### config.mk
export PLATFORM = sky130hd
export DESIGN_NAME = dma_2d_desc_sched
export DESIGN_NICKNAME = d
export VERILOG_FILES = /design/src/rtl/dma_2d_desc_sched.sv
export SDC_FILE = /design/constraint.sdc
export NUM_CORES = 1
export LEC_CHECK = 0
export CAP_MARGIN = 20
export CORE_MARGIN = 8
export CORE_UTILIZATION = 40
export DETAILED_ROUTE_END_ITERATION = 10
export PLACE_DENSITY_LB_ADDON = 0.3
export SYNTH_ARGS = -nofsm -noshare
export SYNTH_HDL_FRONTEND = slang
export SYNTH_SLANG_ARGS = --single-unit
### constraint.sdc
create_clock -name clk -period 7 [get_ports clk]
set_input_delay 0.7 -clock clk [delete_from_list [all_inputs] [get_ports clk]]
set_output_delay 0.7 -clock clk [all_outputs]
set_load 0.03 [all_outputs]
### src/rtl/dma_2d_desc_sched.sv
// Descriptor-queue scheduler for the DMA 2D read/write masters.
// Optional watchdog timeout and ERROR state: define DMA_SCHED_TIMEOUT_EN.
module dma_2d_desc_sched #(
    parameter int unsigned DESC_DEPTH = 4,
    parameter int unsigned CNT_W      = 16,
    parameter int unsigned TIMEOUT_W  = 24
) (
    input  logic                          clk,
    input  logic                          reset_n,
    input  logic                          i_enable,
    input  logic                          i_desc_valid,
    output logic                          o_desc_ready,
    input  logic [31:0]                   i_desc_src_addr,
    input  logic [31:0]                   i_desc_dst_addr,
    input  logic [31:0]                   i_desc_width,
    input  logic [31:0]                   i_desc_height,
    input  logic [31:0]                   i_desc_src_stride,
    input  logic [31:0]                   i_desc_dst_stride,
    input  logic                          i_desc_irq,
    output logic                          o_rd_start,
    output logic                          o_wr_start,
    output logic [31:0]                   o_rd_src_addr,
    output logic [31:0]                   o_rd_width,
    output logic [31:0]                   o_rd_height,
    output logic [31:0]                   o_rd_stride,
    output logic [31:0]                   o_wr_dst_addr,
    output logic [31:0]                   o_wr_width,
    output logic [31:0]                   o_wr_height,
    output logic [31:0]                   o_wr_stride,
    input  logic                          i_rd_done,
    input  logic                          i_wr_done,
    output logic                          o_busy,
    output logic [$clog2(DESC_DEPTH):0]   o_fifo_level,
    output logic [CNT_W-1:0]              o_done_count,
    output logic                          o_irq,
    input  logic                          i_irq_clr,
    output logic                          o_error,
    input  logic                          i_err_clr
);

    localparam int unsigned PTR_W = $clog2(DESC_DEPTH);
    localparam int unsigned LVL_W = PTR_W + 1;
    localparam logic [LVL_W-1:0] DEPTH_L = LVL_W'(DESC_DEPTH);

    typedef struct packed {
        logic [31:0] src;
        logic [31:0] dst;
        logic [31:0] width;
        logic [31:0] height;
        logic [31:0] src_stride;
        logic [31:0] dst_stride;
        logic        irq;
    } desc_t;

`ifdef DMA_SCHED_TIMEOUT_EN
    typedef enum logic [2:0] {S_IDLE, S_LOAD, S_START, S_WAIT, S_COMPLETE, S_ERROR} state_e;
`else
    typedef enum logic [2:0] {S_IDLE, S_LOAD, S_START, S_WAIT, S_COMPLETE} state_e;
`endif

    state_e             state_q;
    desc_t              mem_q [DESC_DEPTH];
    desc_t              push_desc;
    desc_t              cur_q;
    desc_t              par_q;
    logic [PTR_W-1:0]   wptr_q, wptr_d;
    logic [PTR_W-1:0]   rptr_q, rptr_d;
    logic [LVL_W-1:0]   level_q, level_d;
    logic               push, pop, flush;
    logic               rd_prev_q, wr_prev_q;
    logic               rd_edge, wr_edge;
    logic               rd_lat_q, wr_lat_q;
    logic               start_q;
    logic               irq_q;
    logic [CNT_W-1:0]   done_cnt_q;

    function automatic logic desc_invalid(input desc_t d);
        return (d.width == '0) || (d.height == '0) || (d.width[1:0] != 2'b00);
    endfunction

    assign push_desc = '{src:        i_desc_src_addr,
                         dst:        i_desc_dst_addr,
                         width:      i_desc_width,
                         height:     i_desc_height,
                         src_stride: i_desc_src_stride,
                         dst_stride: i_desc_dst_stride,
                         irq:        i_desc_irq};

    assign o_desc_ready = (level_q < DEPTH_L);
    assign push         = i_desc_valid && o_desc_ready;
    assign pop          = (state_q == S_IDLE) && i_enable && (level_q != '0);

`ifdef DMA_SCHED_TIMEOUT_EN
    localparam logic [TIMEOUT_W-1:0] WD_LAST = {{(TIMEOUT_W-1){1'b1}}, 1'b0};

    logic [TIMEOUT_W-1:0] wd_q;
    logic                 err_q;

    assign flush   = (state_q == S_ERROR) && i_err_clr;
    assign o_error = err_q;
`else
    localparam int unsigned unused_timeout_w = TIMEOUT_W;

    logic unused_err_clr;

    assign unused_err_clr = i_err_clr;
    assign flush          = 1'b0;
    assign o_error        = 1'b0;
`endif

    always_comb begin
        wptr_d  = wptr_q;
        rptr_d  = rptr_q;
        level_d = level_q;
        if (flush) begin
            wptr_d  = '0;
            rptr_d  = '0;
            level_d = '0;
        end else begin
            if (push) wptr_d = wptr_q + PTR_W'(1);
            if (pop)  rptr_d = rptr_q + PTR_W'(1);
            if (push && !pop)      level_d = level_q + LVL_W'(1);
            else if (pop && !push) level_d = level_q - LVL_W'(1);
        end
    end

    always_ff @(posedge clk) begin
        if (push && !flush) mem_q[wptr_q] <= push_desc;
    end

    always_ff @(posedge clk or negedge reset_n) begin
        if (!reset_n) begin
            wptr_q    <= '0;
            rptr_q    <= '0;
            level_q   <= '0;
            rd_prev_q <= 1'b0;
            wr_prev_q <= 1'b0;
        end else begin
            wptr_q    <= wptr_d;
            rptr_q    <= rptr_d;
            level_q   <= level_d;
            rd_prev_q <= i_rd_done;
            wr_prev_q <= i_wr_done;
        end
    end

    assign rd_edge = i_rd_done && !rd_prev_q;
    assign wr_edge = i_wr_done && !wr_prev_q;

    // The popped entry is captured at the pop, since a push in the same
    // cycle may reuse the freed slot before LOAD copies it out.
    always_ff @(posedge clk or negedge reset_n) begin
        if (!reset_n) begin
            state_q    <= S_IDLE;
            cur_q      <= '0;
            par_q      <= '0;
            rd_lat_q   <= 1'b0;
            wr_lat_q   <= 1'b0;
            start_q    <= 1'b0;
            irq_q      <= 1'b0;
            done_cnt_q <= '0;
`ifdef DMA_SCHED_TIMEOUT_EN
            wd_q       <= '0;
            err_q      <= 1'b0;
`endif
        end else begin
            start_q <= 1'b0;
            if (i_irq_clr) irq_q <= 1'b0;
            case (state_q)
                S_IDLE: begin
                    if (pop) begin
                        cur_q   <= mem_q[rptr_q];
                        state_q <= S_LOAD;
                    end
                end
                S_LOAD: begin
                    par_q   <= cur_q;
                    state_q <= desc_invalid(cur_q) ? S_COMPLETE : S_START;
                end
                S_START: begin
                    start_q  <= 1'b1;
                    rd_lat_q <= 1'b0;
                    wr_lat_q <= 1'b0;
`ifdef DMA_SCHED_TIMEOUT_EN
                    wd_q     <= '0;
`endif
                    state_q  <= S_WAIT;
                end
                S_WAIT: begin
                    if (rd_edge) rd_lat_q <= 1'b1;
                    if (wr_edge) wr_lat_q <= 1'b1;
`ifdef DMA_SCHED_TIMEOUT_EN
                    wd_q <= wd_q + TIMEOUT_W'(1);
                    if (rd_lat_q && wr_lat_q) begin
                        state_q <= S_COMPLETE;
                    end else if (wd_q == WD_LAST) begin
                        err_q   <= 1'b1;
                        state_q <= S_ERROR;
                    end
`else
                    if (rd_lat_q && wr_lat_q) state_q <= S_COMPLETE;
`endif
                end
                S_COMPLETE: begin
                    done_cnt_q <= done_cnt_q + CNT_W'(1);
                    if (par_q.irq) irq_q <= 1'b1;
                    state_q <= S_IDLE;
                end
`ifdef DMA_SCHED_TIMEOUT_EN
                S_ERROR: begin
                    if (i_err_clr) begin
                        err_q   <= 1'b0;
                        state_q <= S_IDLE;
                    end
                end
`endif
                default: state_q <= S_IDLE;
            endcase
        end
    end

    assign o_rd_start    = start_q;
    assign o_wr_start    = start_q;
    assign o_rd_src_addr = par_q.src;
    assign o_rd_width    = par_q.width;
    assign o_rd_height   = par_q.height;
    assign o_rd_stride   = par_q.src_stride;
    assign o_wr_dst_addr = par_q.dst;
    assign o_wr_width    = par_q.width;
    assign o_wr_height   = par_q.height;
    assign o_wr_stride   = par_q.dst_stride;
    assign o_busy        = (state_q != S_IDLE);
    assign o_fifo_level  = level_q;
    assign o_done_count  = done_cnt_q;
    assign o_irq         = irq_q;

endmodule

== Word level (Yosys, flattened, before mapping) ==
Memories as Yosys holds them, arrays and structs flattened. A register that Yosys moved wholly into a read port is not among the register bits.
Cells that the tools add are included.

* Memories: 1
* Latch bits: 0
* Output and inout bits: 281
* Flip-flop bits (word level): 225
* Input port bits: 201
* Memory bits (writable): 772
* Logic and storage cells: 76
* ROM bits: 0

* $mul: 0
* Bitwise logic cells: 0
* Equality and inequality tests: 8
* Reduce and logical (&&, ||, !) cells: 27
* Order comparisons: 1
* Muxes and demuxes: 16
* Shift-type cells: 0
* Add/subtract/negate cells: 5
* Div/mod/pow operators: 0

{| class="wikitable"
|+ Memories
! memory !! depth !! width !! read ports !! clocked after memory_dff !! wr ports !! RTL line !! RTL
|-
| mem_q || 4 || 193 || 1 || 1 || 1 || 62 || <nowiki>desc_t mem_q [DESC_DEPTH];</nowiki>
|}

{| class="wikitable"
|+ Operators with widths
! kind !! number
|-
| $logic_not 32->1 || 2
|-
| $add 16x1->16 const B || 1
|-
| $mux 3 || 5
|-
| $pmux 3 s4 || 1
|-
| $logic_and 1x1->1 || 8
|-
| $mux 1 || 8
|-
| $ne 2x2->1 const B || 4
|-
| $reduce_and 2->1 || 4
|-
| $eq 3x2->1 const B || 2
|-
| $reduce_bool 2->1 || 3
|-
| $reduce_bool 3->1 || 2
|-
| $logic_not 1->1 || 5
|-
| $add 2x1->2 const B || 2
|-
| $pmux 1 s2 || 2
|-
| $add 3x1->3 const B || 1
|-
| $eq 3x1->1 const B || 1
|-
| $eq 3x3->1 const B || 1
|-
| $logic_not 3->1 || 1
|-
| $lt 3x3->1 const B || 1
|-
| $sub 3x1->3 const B || 1
|-
| $logic_or 1x1->1 || 2
|}

== Longest topological paths before layout ==
* Depth in word-level cells: 6
* Mapped depth: 11
* Gate-level depth less buffers: 9

== Worst setup path after synthesis ==
OpenSTA, ideal clock, no wires.

* Path kind: input to register
* From: input port i_desc_valid
* To: memory mem_q[0][0] (netlist bit), enable pin
* Stages: 3
* Required time: 6.423 ns
* Setup time: 0.577 ns
* Path slack: 0.942 ns
* Arrival time: 5.481 ns
* Cell sequence: nor2b_1 clkbuf_1 and2_1

* Longest elaborated chain between the ends: 3

{| class="wikitable"
|+ RTL lines
! element !! RTL line !! RTL
|-
| start, declared || 11 || <nowiki>input logic i_desc_valid,</nowiki>
|-
| $logic_and 1x1->1 || 90 || <nowiki>assign push = i_desc_valid && o_desc_ready;</nowiki>
|-
| named net push || 69 || <nowiki>logic push, pop, flush;</nowiki>
|-
| $mux 1 || 128 || <nowiki>if (push && !flush) mem_q[wptr_q] <= push_desc;</nowiki>
|-
| $mux 1 (not written as such) || 128 ||
|-
| end, declared || 62 ||
|}

The timed path passes the listed nets, and every way through them passes these cells.

== Worst setup path after layout ==
* From: input port i_desc_valid
* To: memory mem_q[0][172] (netlist bit), enable pin

* Longest elaborated chain between the ends: 3

{| class="wikitable"
|+ RTL lines
! element !! RTL line
|-
| $logic_and 1x1->1 || 90
|-
| $mux 1 || 128
|-
| $mux 1 (not written as such) || 128
|}

No other way between the ends.

==> flow_summary.ini <==
[routing]
viasPerCell = 5.01
vias = 20641
dr.first_iter.drc_count = 1066
detailedRoute.firstPassIterationCount = 5
routed_wirelength_um = 95900
drcViolationCount = 0
routed_wire_length_per_instance_um = 23.3
antenna_violating_nets_post_route = 0

[worst_setup_path]
worstReg2RegStart = o_fifo_level[2]
endpoint_kind = flop
worst_setup_startpoint = i_desc_valid
critical-path-slowest-cell = and2_4
timing_worst_setup_path_type = in -> reg
required_ns = 7.31
timing.critical_path.slowest_cell_delay_ns = 0.90
timing.critical_path.max_delay_family = simple AND/OR/NAND/NOR gates
worst-path-max-fanout = 51
crit_path_cell_trace = clkdlybuf4s50_1, nor2b_1, and2_4, buf_4
setup.reg_to_reg.worst_slack_ns = 3.82
worstPathBufferInverterCount = 2
cp.arrival_ns = 3.60
start_kind = input pin

[timing]
max_slew_headroom_pct = 26.8
hold_slack_ns = 0.486
setup_tns_ns = 0
max_freq_mhz = 304
post_route_fraction_of_the_period_consumed_by_the_critical_path_pct = 47.0
finalSetupViolations = 0
worstMarginPinSlew_ns = 1.10
final_period_demand_of_the_worst_path_ns = 3.29
fin_worst_skew_ns = 0.0189
slew_viol_final = 0
timing.final.hold_violations = 0
grt_setup_unrepaired = false

[clock_tree]
clk_pin_slew_worst_paths_ns = 0.06
tritoncts = done
htreeDepth = 3
ctsLongestPathBuffers = 3
root_buffer = clkbuf_16
cts_setup_buffers = 0
cts-buffers-inserted = 120
cts_sinks = 1190
cts.repair.resized = 0
hold_buffers = 1
worst_skew_pair.late_latency_ns = 0.70

[grt]
vias_in_the_first_global_route = 22847
number_of_antenna_violations_at_the_first_check_in_global_routing = 22
global_route.usage.total_pct = 15.2
grt_first_pass_wirelength_um = 146000
remaining_global_route_overflow = 0
largest_net_degree_at_the_start_of_global_routing = 143

[synthesis]
postSynthRegisterBits = 1190
netlist.top_cell.by_area = edfxtp_1
synthArstFlopShare_pct = 35.1
synthCells = 2230
post_synth.cell_area_avg_sq_um = 20.4
postSynthNetCount = 2438
netlist_top_cells_count = edfxtp_1, dfrtp_1, mux2_2
synth_cell_type_count = 36
synth_edf_count = 772
yosys_warnings = 0
synth_top_area_share_pct = 50.9
synthesis.area_sq_um = 45500
synth.yosys.seq_area_share_pct = 73.9
post_synth_main_area_contributors = edfxtp_1, dfrtp_1, mux4_2
synth_most_common_cell = edfxtp_1
ys_dominant_reg_cell = edfxtp_1

[run]
max-cap-violations = 0

[die]
initial_cell_density_of_the_core_pct = 40.4
dieArea_sq_um = 125000
die_width_um = 353
floorplan.core_area_sq_um = 113000
die_h_um = 353
io_pins = 482
num_rows = 123

[layout]
area_delta_synth_final_pct = 19.3
layout.nets = 2713
design_area_sq_um = 54300
drive_above_1_share_pct = 30.0
final_core_utilization_pct = 48.2

[outcome]
outcome = finished clean

[place]
dp_hpwl_um = 56100
port_buffers = 479
postPlaceCellArea_sq_um = 50100
rd_place_congestion = 0.748

[power]
peakVddDrop_mv = 0.343
power.static_leakage_nw = 19.0
p_per_area_nw_per_um2 = 468

[hold_path]
worstHoldStart = cur_q[169]
hold_class = reg -> reg
[cell families after synthesis]
family                     synth area share (%)
buffers and inverters                      5.40
xor gates and xnor gates                  0.404
and+or+nand+nor                           0.854
AOI/OAI and AO/OA                         0.118
adders and majority gates                 0.209
DFF                                        73.9
other                                   0.00823
muxes                                      19.1
[stage by stage]
step	total power [mW]	std cells	setup slack [ns]
2_1_floorplan	17.1	2230	0.942
3_3_place_gp	19.0	3882	2.87
3_5_place_dp	19.2	3882	2.87
4_1_cts	25.9	4112	3.62
5_1_grt	26.7	4116	3.48
6_report	25.4	4123	3.71
[cell usage in the layout (no fill, tap or decap), types with 2 or more instances in the layout]
cell type / count
a21oi_1: 2
a31oi_1: 2
and2_4: 4
and3_1: 6
and4_1: 2
buf_12: 14
buf_4: 6
bufinv_16: 15
clkbuf_1: 20
clkbuf_16: 124
clkbuf_8: 13
clkdlybuf4s50_1: 478
clkinv_1: 14
clkinv_2: 27
clkinvlp_4: 7
dfrtp_1: 416
dfrtp_4: 2
diode_2: 11
edfxtp_1: 772
ha_1: 6
inv_1: 8
inv_16: 2
inv_6: 5
mux2_1: 23
mux2_2: 365
mux4_2: 193
nand2_1: 11
nand2b_1: 2
nand3_1: 4
nand4_1: 7
nor2_1: 5
nor2b_1: 3
nor3_1: 2
nor4_1: 15
o21ai_0: 3
xnor2_1: 16
xor2_1: 5
[power breakdown]
group / total (mW) / switching, mW / internal, mW
sequential: 10.5 / 1.09 / 9.43
combinational: 8.32 / 4.24 / 4.08
clock: 6.58 / 2.65 / 3.94
[layout make-up]
class,instances,area (sq um)
Antenna cell,11,27.5
Clock buffer,157,3360
Clock inverter,72,800
Fill cell,9229,58300
Inverter,8,30.0
Multi-Input combinational cell,685,9460
Sequential cell,1190,33600
Tap cell,1500,1880
Timing Repair Buffer,500,5130
[state kept, by name (all words and copies together), names as in the netlist, 2 cells and up]
register	cells
mem_q	772
cur_q	193
o_rd_height	32
o_rd_src_addr	32
o_rd_stride	32
o_rd_width	32
o_wr_dst_addr	32
o_wr_stride	32
o_done_count	16
o_fifo_level	3
state_q	3
rptr_q	2
wptr_q	2
[worst paths after layout]
kind,to,cells after the start
worst min register to register,cur_q[169],1
worst max register to register,mem_q[0][172],3
min in group asynchronous,cur_q[116],2
worst max-delay path,mem_q[0][172],4
max in group asynchronous,cur_q[32],3
worst min-delay path,cur_q[169],1
[layer usage]
| layer | share of wire [%] | wire length [um] | GRT usage (%) |
|---|---|---|---|
| met4 | 1.9 | 1800 | 4.13 |
| met1 | 41 | 39200 | 18.8 |
| met3 | 7.3 | 6960 | 4.90 |
| met5 | 0.11 | 104 | 0 |
| met2 | 50 | 47900 | 25.8 |
(Power assumes the default switching activity.)
